**src/rtl/branch_stack_pkg.sv**
```systemverilog
// ----------------------------------------------------------------------------
// branch_stack_pkg
// Shared types for the branch checkpoint stack: checkpoint entry layout,
// branch tag type and the physical-register sizing it depends on.
// The sizing macros (`N, `PHYS_REG_SZ_R10K, `NUM_SCALAR_BITS) normally come
// from the processor-wide defines; local fallbacks keep this block
// self-contained when it is built on its own.
// Optional feature macro used by branch_stack: BRANCH_STACK_PERF_EN.
// ----------------------------------------------------------------------------
`ifndef N
`define N 2
`endif
`ifndef PHYS_REG_SZ_R10K
`define PHYS_REG_SZ_R10K 64
`endif
`ifndef NUM_SCALAR_BITS
`define NUM_SCALAR_BITS $clog2(`N + 1)
`endif

package branch_stack_pkg;

    localparam int N_WAY           = `N;
    localparam int PHYS_REGS       = `PHYS_REG_SZ_R10K;
    localparam int PHYS_REG_IDX_SZ = $clog2(PHYS_REGS);
    localparam int NUM_SCALAR_BITS = `NUM_SCALAR_BITS;
    localparam int DEFAULT_DEPTH   = 4;

    typedef logic [PHYS_REG_IDX_SZ-1:0]     PHYS_REG_IDX;
    typedef logic [PHYS_REGS-1:0]           FREE_LIST;
    typedef logic [$clog2(DEFAULT_DEPTH)-1:0] BRANCH_TAG;

    typedef struct packed {
        logic     valid;
        logic     resolved;
        FREE_LIST free_list;
    } CHECKPOINT_ENTRY;

endpackage

```
**src/rtl/branch_stack_retire_mask_decode.sv**
```systemverilog
// ----------------------------------------------------------------------------
// retire_mask_decode
// Turns the retiring T_old register list into a one-hot-per-register mask
// over the whole physical register file. Only the lowest num_retiring_valid
// entries of phys_reg_retiring are used.
// Ports:
//   phys_reg_retiring  in   N_WAY physical register indices freed by retire
//   num_retiring_valid in   count of valid entries, lowest indices first
//   retire_mask        out  bit r set when register r retires this cycle
// ----------------------------------------------------------------------------
module retire_mask_decode
    import branch_stack_pkg::*;
(
    input  PHYS_REG_IDX                phys_reg_retiring [N_WAY],
    input  logic [NUM_SCALAR_BITS-1:0] num_retiring_valid,
    output FREE_LIST                   retire_mask
);

    // NOTE: combinational outputs get a default before any conditional
    // assignment so no path leaves them unassigned (which would infer a latch).
    always_comb begin
        retire_mask = '0;
        for (int i = 0; i < N_WAY; i++) begin
            if (NUM_SCALAR_BITS'(i) < num_retiring_valid) begin
                retire_mask[phys_reg_retiring[i]] = 1'b1;
            end
        end
    end

endmodule

```
**src/rtl/branch_stack.sv**
```systemverilog
// ----------------------------------------------------------------------------
// branch_stack
// Circular stack of free-list checkpoints, one per in-flight branch.
// Dispatch pushes a snapshot per branch; retiring registers are OR-ed into
// every live snapshot; correct resolves retire checkpoints in order from the
// head; a mispredict restores that branch's snapshot and squashes it and all
// younger checkpoints.
// Optional feature: define BRANCH_STACK_PERF_EN to add mispredict_count.
// Ports:
//   clock, reset           sole clock; synchronous active-high reset
//   push_valid/free_list   dispatch checkpoint request and its snapshot
//   push_tag, full         tag the next push receives; no free checkpoint
//   resolve_*              execute resolve: valid, tag, mispredict
//   phys_reg_retiring,
//   num_retiring_valid     registers freed by retire this cycle
//   free_list_restore,
//   restore_flag           snapshot and one-cycle strobe on mispredict
//   num_checkpoints        count of valid checkpoints
//   mispredict_count       (BRANCH_STACK_PERF_EN) saturating restore count
// ----------------------------------------------------------------------------
module branch_stack
    import branch_stack_pkg::*;
#(
    parameter int DEPTH = DEFAULT_DEPTH
) (
    input  logic                       clock,
    input  logic                       reset,
    input  logic                       push_valid,
    input  FREE_LIST                   push_free_list,
    output logic [$clog2(DEPTH)-1:0]   push_tag,
    output logic                       full,
    input  logic                       resolve_valid,
    input  logic [$clog2(DEPTH)-1:0]   resolve_tag,
    input  logic                       resolve_mispredict,
    input  PHYS_REG_IDX                phys_reg_retiring [N_WAY],
    input  logic [NUM_SCALAR_BITS-1:0] num_retiring_valid,
    output FREE_LIST                   free_list_restore,
    output logic                       restore_flag,
`ifdef BRANCH_STACK_PERF_EN
    output logic [31:0]                mispredict_count,
`endif
    output logic [$clog2(DEPTH):0]     num_checkpoints
);

    localparam int TAG_W = $clog2(DEPTH);
    localparam int CNT_W = TAG_W + 1;

    typedef logic [TAG_W-1:0] tag_t;
    typedef logic [CNT_W-1:0] cnt_t;

    CHECKPOINT_ENTRY entry_q [DEPTH];
    CHECKPOINT_ENTRY entry_d [DEPTH];
    tag_t            head_q, head_d;
    tag_t            tail_q, tail_d;
    cnt_t            count_q, count_d;
    FREE_LIST        restore_q, restore_d;
    logic            flag_q, flag_d;

    FREE_LIST        retire_mask;
    logic            mispredict, correct, push_ok, advancing;
    tag_t            tgt_offset, scan_idx;
    cnt_t            live, adv;

    retire_mask_decode u_retire_mask_decode (
        .phys_reg_retiring  (phys_reg_retiring),
        .num_retiring_valid (num_retiring_valid),
        .retire_mask        (retire_mask)
    );

    assign full             = (count_q == cnt_t'(DEPTH));
    assign push_tag         = tail_q;
    assign num_checkpoints  = count_q;
    assign free_list_restore = restore_q;
    assign restore_flag     = flag_q;

    // Resolves naming an empty slot are ignored entirely.
    assign mispredict = resolve_valid &  resolve_mispredict & entry_q[resolve_tag].valid;
    assign correct    = resolve_valid & ~resolve_mispredict & entry_q[resolve_tag].valid;
    assign push_ok    = push_valid & ~full & ~mispredict;

    always_comb begin
        entry_d    = entry_q;
        tail_d     = tail_q;
        restore_d  = restore_q;
        flag_d     = 1'b0;
        live       = count_q;
        adv        = '0;
        advancing  = 1'b1;
        scan_idx   = '0;
        // Age of the resolving branch relative to the oldest checkpoint.
        tgt_offset = resolve_tag - head_q;

        // Snapshots only ever gain freed registers.
        for (int i = 0; i < DEPTH; i++) begin
            if (entry_d[i].valid) begin
                entry_d[i].free_list = entry_d[i].free_list | retire_mask;
            end
        end

        if (correct) begin
            entry_d[resolve_tag].resolved = 1'b1;
        end

        if (mispredict) begin
            flag_d    = 1'b1;
            restore_d = entry_q[resolve_tag].free_list | retire_mask;
            // Squash the mispredicted branch and everything younger.
            for (int i = 0; i < DEPTH; i++) begin
                if (tag_t'(tag_t'(i) - head_q) >= tgt_offset) begin
                    entry_d[i] = '0;
                end
            end
            tail_d = resolve_tag;
            live   = cnt_t'(tgt_offset);
        end else if (push_ok) begin
            entry_d[tail_q] = '{valid: 1'b1, resolved: 1'b0,
                                free_list: push_free_list | retire_mask};
            tail_d = tail_q + 1'b1;
            live   = count_q + 1'b1;
        end

        // Retire the contiguous run of resolved checkpoints at the head,
        // including one resolved this very cycle.
        for (int k = 0; k < DEPTH; k++) begin
            scan_idx = head_q + tag_t'(k);
            if (advancing && (cnt_t'(k) < live) &&
                entry_d[scan_idx].valid && entry_d[scan_idx].resolved) begin
                entry_d[scan_idx] = '0;
                adv = adv + 1'b1;
            end else begin
                advancing = 1'b0;
            end
        end

        head_d  = head_q + tag_t'(adv);
        count_d = live - adv;
    end

    // NOTE: sequential state uses non-blocking assignments so every register
    // samples its pre-edge value regardless of statement order.
    always_ff @(posedge clock) begin
        if (reset) begin
            // NOTE: the snapshot storage is reset too, because a cleared
            // checkpoint must read back as an all-zero snapshot.
            for (int i = 0; i < DEPTH; i++) begin
                entry_q[i] <= '0;
            end
            head_q    <= '0;
            tail_q    <= '0;
            count_q   <= '0;
            restore_q <= '0;
            flag_q    <= 1'b0;
        end else begin
            entry_q   <= entry_d;
            head_q    <= head_d;
            tail_q    <= tail_d;
            count_q   <= count_d;
            restore_q <= restore_d;
            flag_q    <= flag_d;
        end
    end

`ifdef BRANCH_STACK_PERF_EN
    logic [31:0] perf_q, perf_d;

    // Counts each emitted restore strobe, sticking at all-ones.
    always_comb begin
        perf_d = perf_q;
        if (flag_q && (perf_q != '1)) begin
            perf_d = perf_q + 32'd1;
        end
    end

    always_ff @(posedge clock) begin
        if (reset) begin
            perf_q <= '0;
        end else begin
            perf_q <= perf_d;
        end
    end

    assign mispredict_count = perf_q;
`endif

endmodule

```
**config.mk**
```make
export PLATFORM = sky130hd
export DESIGN_NAME = branch_stack
export DESIGN_NICKNAME = d
export VERILOG_FILES = /design/src/rtl/branch_stack_pkg.sv /design/src/rtl/branch_stack_retire_mask_decode.sv /design/src/rtl/branch_stack.sv
export SDC_FILE = /design/constraint.sdc
export NUM_CORES = 1
export LEC_CHECK = 0
export ABC_AREA = 1
export CAP_MARGIN = 40
export CORE_AREA = 4 4 188 190
export DETAILED_ROUTE_END_ITERATION = 7
export DIE_AREA = 0 0 192 194
export HOLD_SLACK_MARGIN = 0.08
export PLACE_DENSITY_LB_ADDON = 0.15
export SLEW_MARGIN = 20
export SYNTH_ARGS = -nofsm -noshare
export SYNTH_HDL_FRONTEND = slang
export SYNTH_SLANG_ARGS = --single-unit
```
**constraint.sdc**
```tcl
create_clock -name clock -period 5.5 [get_ports clock]
set_input_delay 1.1 -clock clock [delete_from_list [all_inputs] [get_ports clock]]
set_output_delay 1.1 -clock clock [all_outputs]
set_load 0.05 [all_outputs]
```
== Word-level counts from Yosys, hierarchy flattened ==
Cells that the tools add are included.

* Word-level logic and storage cells: 171
* Input port bits: 85
* Output and inout bits: 71
* Bits in registers: 336

* Muxes and demuxes: 62
* Add/subtract/negate cells: 15
* Magnitude comparators: 26
* Eq/ne operators: 1
* Reductions and logical operators: 20
* Bitwise operators: 30

{| class="wikitable"
|+ Operators by type and width
! kind !! count
|-
| two-way mux 264 bit || 7
|-
| two-way mux 66 bit || 19
|-
| AND 264 bit || 4
|-
| NOT 264 bit || 4
|-
| demux 66 bit (select 2 bit) || 6
|-
| binary-select mux 66 bit (select 2 bit) || 5
|-
| bitwise mux 264 bit || 2
|-
| bitwise OR 64 bit || 7
|-
| two-way mux 64 bit || 6
|-
| two-way mux 65 bit || 1
|-
| logical AND 1 bit || 19
|-
| >= comparator 3 bit, second input constant || 6
|-
| less-than comparator 3 x 1 -> 1 bit, second input constant || 6
|-
| NOT 2 -> 3 bit || 6
|-
| two-way mux 3 bit || 5
|-
| less-than comparator 6 x 7 -> 1 bit, second input constant || 2
|-
| adder 3 x 1 -> 3 bit, second input constant || 4
|-
| demux 1 bit (select 6 bit) || 2
|-
| >= comparator 6 x 1 -> 1 bit, second input constant || 2
|-
| >= comparator 2 bit || 4
|-
| two-way mux 1 bit || 7
|-
| AND 1 bit || 6
|-
| less-than comparator 1 x 3 -> 1 bit, first input constant || 2
|-
| less-than comparator 2 x 3 -> 1 bit, first input constant || 2
|-
| 12 further kinds || 20
|}

== Longest topological paths before layout ==
* Depth after elaboration: 39
* Gate-level depth with buffers: 39
* Gate-level depth less buffers: 38

== Hierarchy ==
Synthesis repeated with hierarchy kept, for this count alone.

* Cell total of the unflattened synthesis: 2563
* Area, all modules: 17800.8 µm²

{| class="wikitable"
|+ By module, submodules not included
! module !! cells each !! area each (µm²) !! instances
|-
| branch_stack || 2273 || 16564.6 || 1
|-
| retire_mask_decode || 290 || 1236.2 || 1
|}

== Worst setup path after synthesis ==
OpenSTA, ideal clock, no wires.

* Path type: input-to-reg
* Start: input port resolve_tag[0]
* End: register count_q[2], in the netlist num_checkpoints[2]
* Stages: 39
* Arrival time: 5.461 ns
* Setup slack: -0.074 ns
* Library setup time: 0.113 ns
* Cells stage by stage: buf_6 > inv_2 > ha_1 > inv_1 > nand2_1 > nand2_1 > nand2_1 > nand2_1 > ha_1 > nand2_1 > nand2_1 > nand2_4 > nand3_2 > nor2_1 > nor2_1 > nand2_1 > nand4_1 > nand2_1 > [3 not listed] > ha_1 > o21ai_0 > a21oi_1 > nand3_1 > inv_1 > or2_2 > nand2_1 > inv_1 > ha_1 > inv_1 > nand4_1 > nand2_1 > fa_1 > xor2_1 > xor2_1 > nand2_1 > nand2_1 > nor2_1

* Word-level cells in the longest chain between the ends: 34
* Elaborated cells on any way between the ends: 73
* Those cells by class: add/sub (5); order compare (10); mux (38); bitwise (8); reduce/logical (12)

{| class="wikitable"
|+ Ends and longest elaborated chain
! element !! RTL line !! RTL
|-
| start, declared || branch_stack.sv:33 || <nowiki>input logic [$clog2(DEPTH)-1:0] resolve_tag,</nowiki>
|-
| NOT 2 -> 3 bit (implied by the code) || branch_stack.sv:77, branch_stack.sv:78, branch_stack.sv:101 ||
|-
| >= comparator 3 bit (implied by the code), or another cell as far along || branch_stack.sv:101 || <nowiki>entry_d[resolve_tag].resolved = 1'b1;</nowiki>
|-
| logical AND 1 bit (implied by the code) / two-way mux 66 bit (equally long branches) || -- ||
|-
| two-way mux 65 bit (implied by the code) / two-way mux 66 bit (equally long branches) || -- ||
|-
| demux 66 bit (select 2 bit), or another cell as far along || branch_stack.sv:101 ||
|-
| bitwise mux 264 bit, or another cell as far along || branch_stack.sv:101 ||
|-
| two-way mux 264 bit, or another cell as far along || branch_stack.sv:100 || <nowiki>if (correct) begin</nowiki>
|-
| bitwise mux 264 bit / two-way mux 264 bit (equally long branches) || branch_stack.sv:116, branch_stack.sv:115 ||
|-
| [17 not listed] || -- ||
|-
| logical AND 1 bit || branch_stack.sv:127 || <nowiki>entry_d[scan_idx].valid && entry_d[scan_idx].resolved) begin</nowiki>
|-
| two-way mux 264 bit || branch_stack.sv:126 || <nowiki>if (advancing && (cnt_t'(k) < live) &&</nowiki>
|-
| binary-select mux 66 bit (select 2 bit) || branch_stack.sv:127 ||
|-
| two-way mux 66 bit (implied by the code) (2 in series) || branch_stack.sv:127 ||
|-
| logical AND 1 bit || branch_stack.sv:126 ||
|-
| logical AND 1 bit || branch_stack.sv:127 ||
|-
| two-way mux 3 bit || branch_stack.sv:126 ||
|-
| subtractor 3 bit * || branch_stack.sv:136 || <nowiki>count_d = live - adv;</nowiki>
|-
| end signal, assigned || branch_stack.sv:157 || <nowiki>count_q <= count_d;</nowiki>
|-
| end, declared || branch_stack.sv:55 || <nowiki>cnt_t count_q, count_d;</nowiki>
|}

Mark *: on every way between the ends. The rest lies on a longest branch, timed or not. The select of a mux whose other input is x is not followed.
A chain may end at the register's enable or synchronous reset.

== Worst setup path after layout ==
Same ends and word-level chain as after synthesis.

==> reports/results.txt <==
Outcome -> complete, but fails checks
GR Overflow Total -> 0
Worst path max stage delay -> 0.41 ns
Initial Util -> 52.60%
I/O Buffers -> 155
CP Capture Type -> flip-flop
Max-Cap Viols -> 0
Vias -> 18856
TritonCTS clock tree -> built
Crit share post-route -> 90.84%
H-tree levels -> 2
Post-place setup slack -> -0.1201 ns
Power per cell area -> 287.1 mW/mm^2
Critical path's slowest cell -> fa_1
Die X -> 192 um
Largest net degree at the start of global routing -> 67
WL per Instance -> 21.79 um
Final Hold Fails -> 0
Actual slew at the worst max-slew pin -> 0.8874 ns
Vias in the first global route -> 18063
Clk slew on worst S/H paths -> 0.05 ns
# DRC -> 10
CP Data Arrival Time -> 5.42 ns
Fin. max-slew vios -> 0
Gate Count Post-Synth -> 2409
Antenna violations before repair -> 3
DR iter-0 viols -> 2267
Ports -> 156
Peak supply drop -> 0.2019 mV
Post-synthesis sequential area ratio -> 38.23%
Initial DRT Pass Iterations -> 8
CP startpoint -> resolve_tag[0]
Post-synth top area share -> 38.23%
Final setup vio count -> 0
Tot GR Track Use -> 33.90%
Yosys warnings -> 0
Num CTS Buffers -> 38
RSZ-0062 raised after global routing -> no
Lkg Pwr -> 7.675 nW
EDFF count, synth -> 0
Met1 usage -> 46.10%
Share of cells above drive strength 1 -> 11.50%
Post-route setup slack -> 0.5039 ns
Top_reg_cell synth -> dfxtp_1
Post-Syn Area -> 0.01759 sq mm
Min-Delay Path Class -> flip-flop to flip-flop
Number of vias per cell -> 6.292
Die area -> 0.03725 sq mm
Area Overhead vs Synth -> 20.30%
Final min period -> 4.996 ns
Ys async rst share -> 0%
Synth cell count leaders -> dfxtp_1 (336), inv_1 (309), nor2_1 (297), o21ai_0 (284), o22ai_1 (231)
Most Used Layer, Global Route -> met2
Clock Latency Late Sink -> 0.53 ns
Antenna-violating nets left -> 0
First-pass GRT wire length -> 101.5 mm
Fmax -> 200.2 MHz
Worst Skew -> 0.01233 ns
DP Wirelength -> 39.19 mm
Violated checks -> design-rule violations
Die height -> 194 um
Syn avg cell area -> 7.303 sq um
Unique cell type count in the Yosys netlist -> 48
Most common cell in the synthesized netlist -> dfxtp_1
Post-synth top area cell -> dfxtp_1
Most common cell on crit path -> nand2_1
Layout Utilization -> 63.27%
Fillcell total -> 2968
Met2 Use GR -> 53.12%
Top cells by area, synth -> dfxtp_1 (38%), o22ai_1 (8.2%), o21ai_0 (8.1%)
CTS Buffer Depth -> 3
Clock Root Buffer -> clkbuf_16
HP Start -> entry_q[102]
GPL Wtd Cong -> 0.9340
Worst setup path class -> input port to flip-flop
Worst Path Required -> 5.92 ns
Mapped Nets -> 2514
Max-slew headroom -> 40.22%
Core Box Area -> 0.03345 sq mm
Setup_tns -> 0 ns
Row count -> 67
Final #Nets -> 2635
Met3 Use GR -> 6.698%
Seq cells post-synth -> 336
CP Launch Type -> input port
Worst-path fanout max -> 5
Routed WL -> 65.30 mm
Sink Count -> 336
Reg-to-Reg Start -> head_q[0]
## sequential cells by signal, summed over array words and instances, names as in the netlist
| signal | count |
|---|---|
| free_list_restore | 64 |
| push_tag | 2 |
| head_q | 2 |
| num_checkpoints | 3 |
| restore_flag | 1 |
| entry_q | 264 |
## critical path, delay by kind of cell
family	cells	cell delay, ns
XOR/XNOR	2	0.37
adder cells (fa/ha/maj)	4	1.13
AND/OR/NAND/NOR	24	2.41
buffers and inverters	6	0.41
## what timing repair did
action,in CTS,in global routing
setup endpoints to repair,0,1
buffers inserted,0,2
hold buffers,0,0
resized for setup,0,3
## final cells by class
type	count	area [sq um]	share of cell area, %
clock buffer	51	1081	5.108
multi-input combinational	1578	8959	42.33
inverter	316	1194	5.640
clock inverter	6	61.31	0.2897
sequential	336	6728	31.79
timing repair buffer	260	2576	12.17
tap	448	560.5	2.649
antenna	2	5.005	0.02365
## logic make-up after synthesis
| logic type | Yosys count | synth area share (%) |
|---|---|---|
| AO/OA/AOI/OAI | 826 | 28.36 |
| AND/OR/NAND/NOR | 728 | 20.31 |
| buffers and inverters | 495 | 11.43 |
| flip-flops | 336 | 38.23 |
| adder cells (fa/ha/maj) | 20 | 1.465 |
| XOR/XNOR | 4 | 0.1992 |
## routing by layer
| layer | part of all wire (%) | vias to the layer above | wire length (um) |
|---|---|---|---|
| met5 | 0 | - | 0 |
| met4 | 4.1 | 0 | 2662 |
| met3 | 12 | 211 | 8135 |
| met2 | 45 | 1229 | 29080 |
| met1 | 39 | 8725 | 25420 |
| li1 | - | 8691 | - |
## through the flow
step                      cell area [sq um]  cells  power, mW  hold slack (ns)
after floorplan                       17600   2409      3.290           0.4836
after global placement                19790   2927      3.619           0.4971
after detailed placement              19900   2932      3.651           0.5020
after CTS                             21040   2989      6.052           0.5178
after global routing                  21160   2995      6.274           0.5433
final                                 21160   2997      6.076           0.5166
## report_power, final
part / total, mW / internal (mW) / switching [mW]
sequential: 2.63 / 2.56 / 0.0703
clock: 2.43 / 1.41 / 1.02
combinational: 1.01 / 0.350 / 0.662
## final timing paths
| path | to | slack, ns | cells past startpoint |
|---|---|---|---|
| min reg2reg | free_list_restore[36] | 0.52 | 2 |
| max reg2reg | num_checkpoints[2] | 0.61 | 35 |
| min | free_list_restore[36] | 0.52 | 2 |
| max | num_checkpoints[2] | 0.50 | 36 |
## placed cells by master, fill, tap and decap left out, drive strengths merged
cell type,instances
a21oi,143
and3,1
a211oi,4
nor3,94
bufinv,1
a221oi,64
o221ai,2
inv,316
nor4,2
a22oi,1
o22ai,231
xor2,3
o31ai,16
diode,2
xnor2,1
clkdlybuf4s50,153
o311ai,2
or2,1
ha,19
o211ai,9
a41oi,50
a31oi,15
clkinvlp,1
fa,1
nand2,162
nor2,343
dfxtp,336
nand4,21
clkbuf,51
o21bai,1
o21ai,288
clkinv,4
nand3,104
buf,107
No activity file was read; power rests on OpenSTA's default activity.
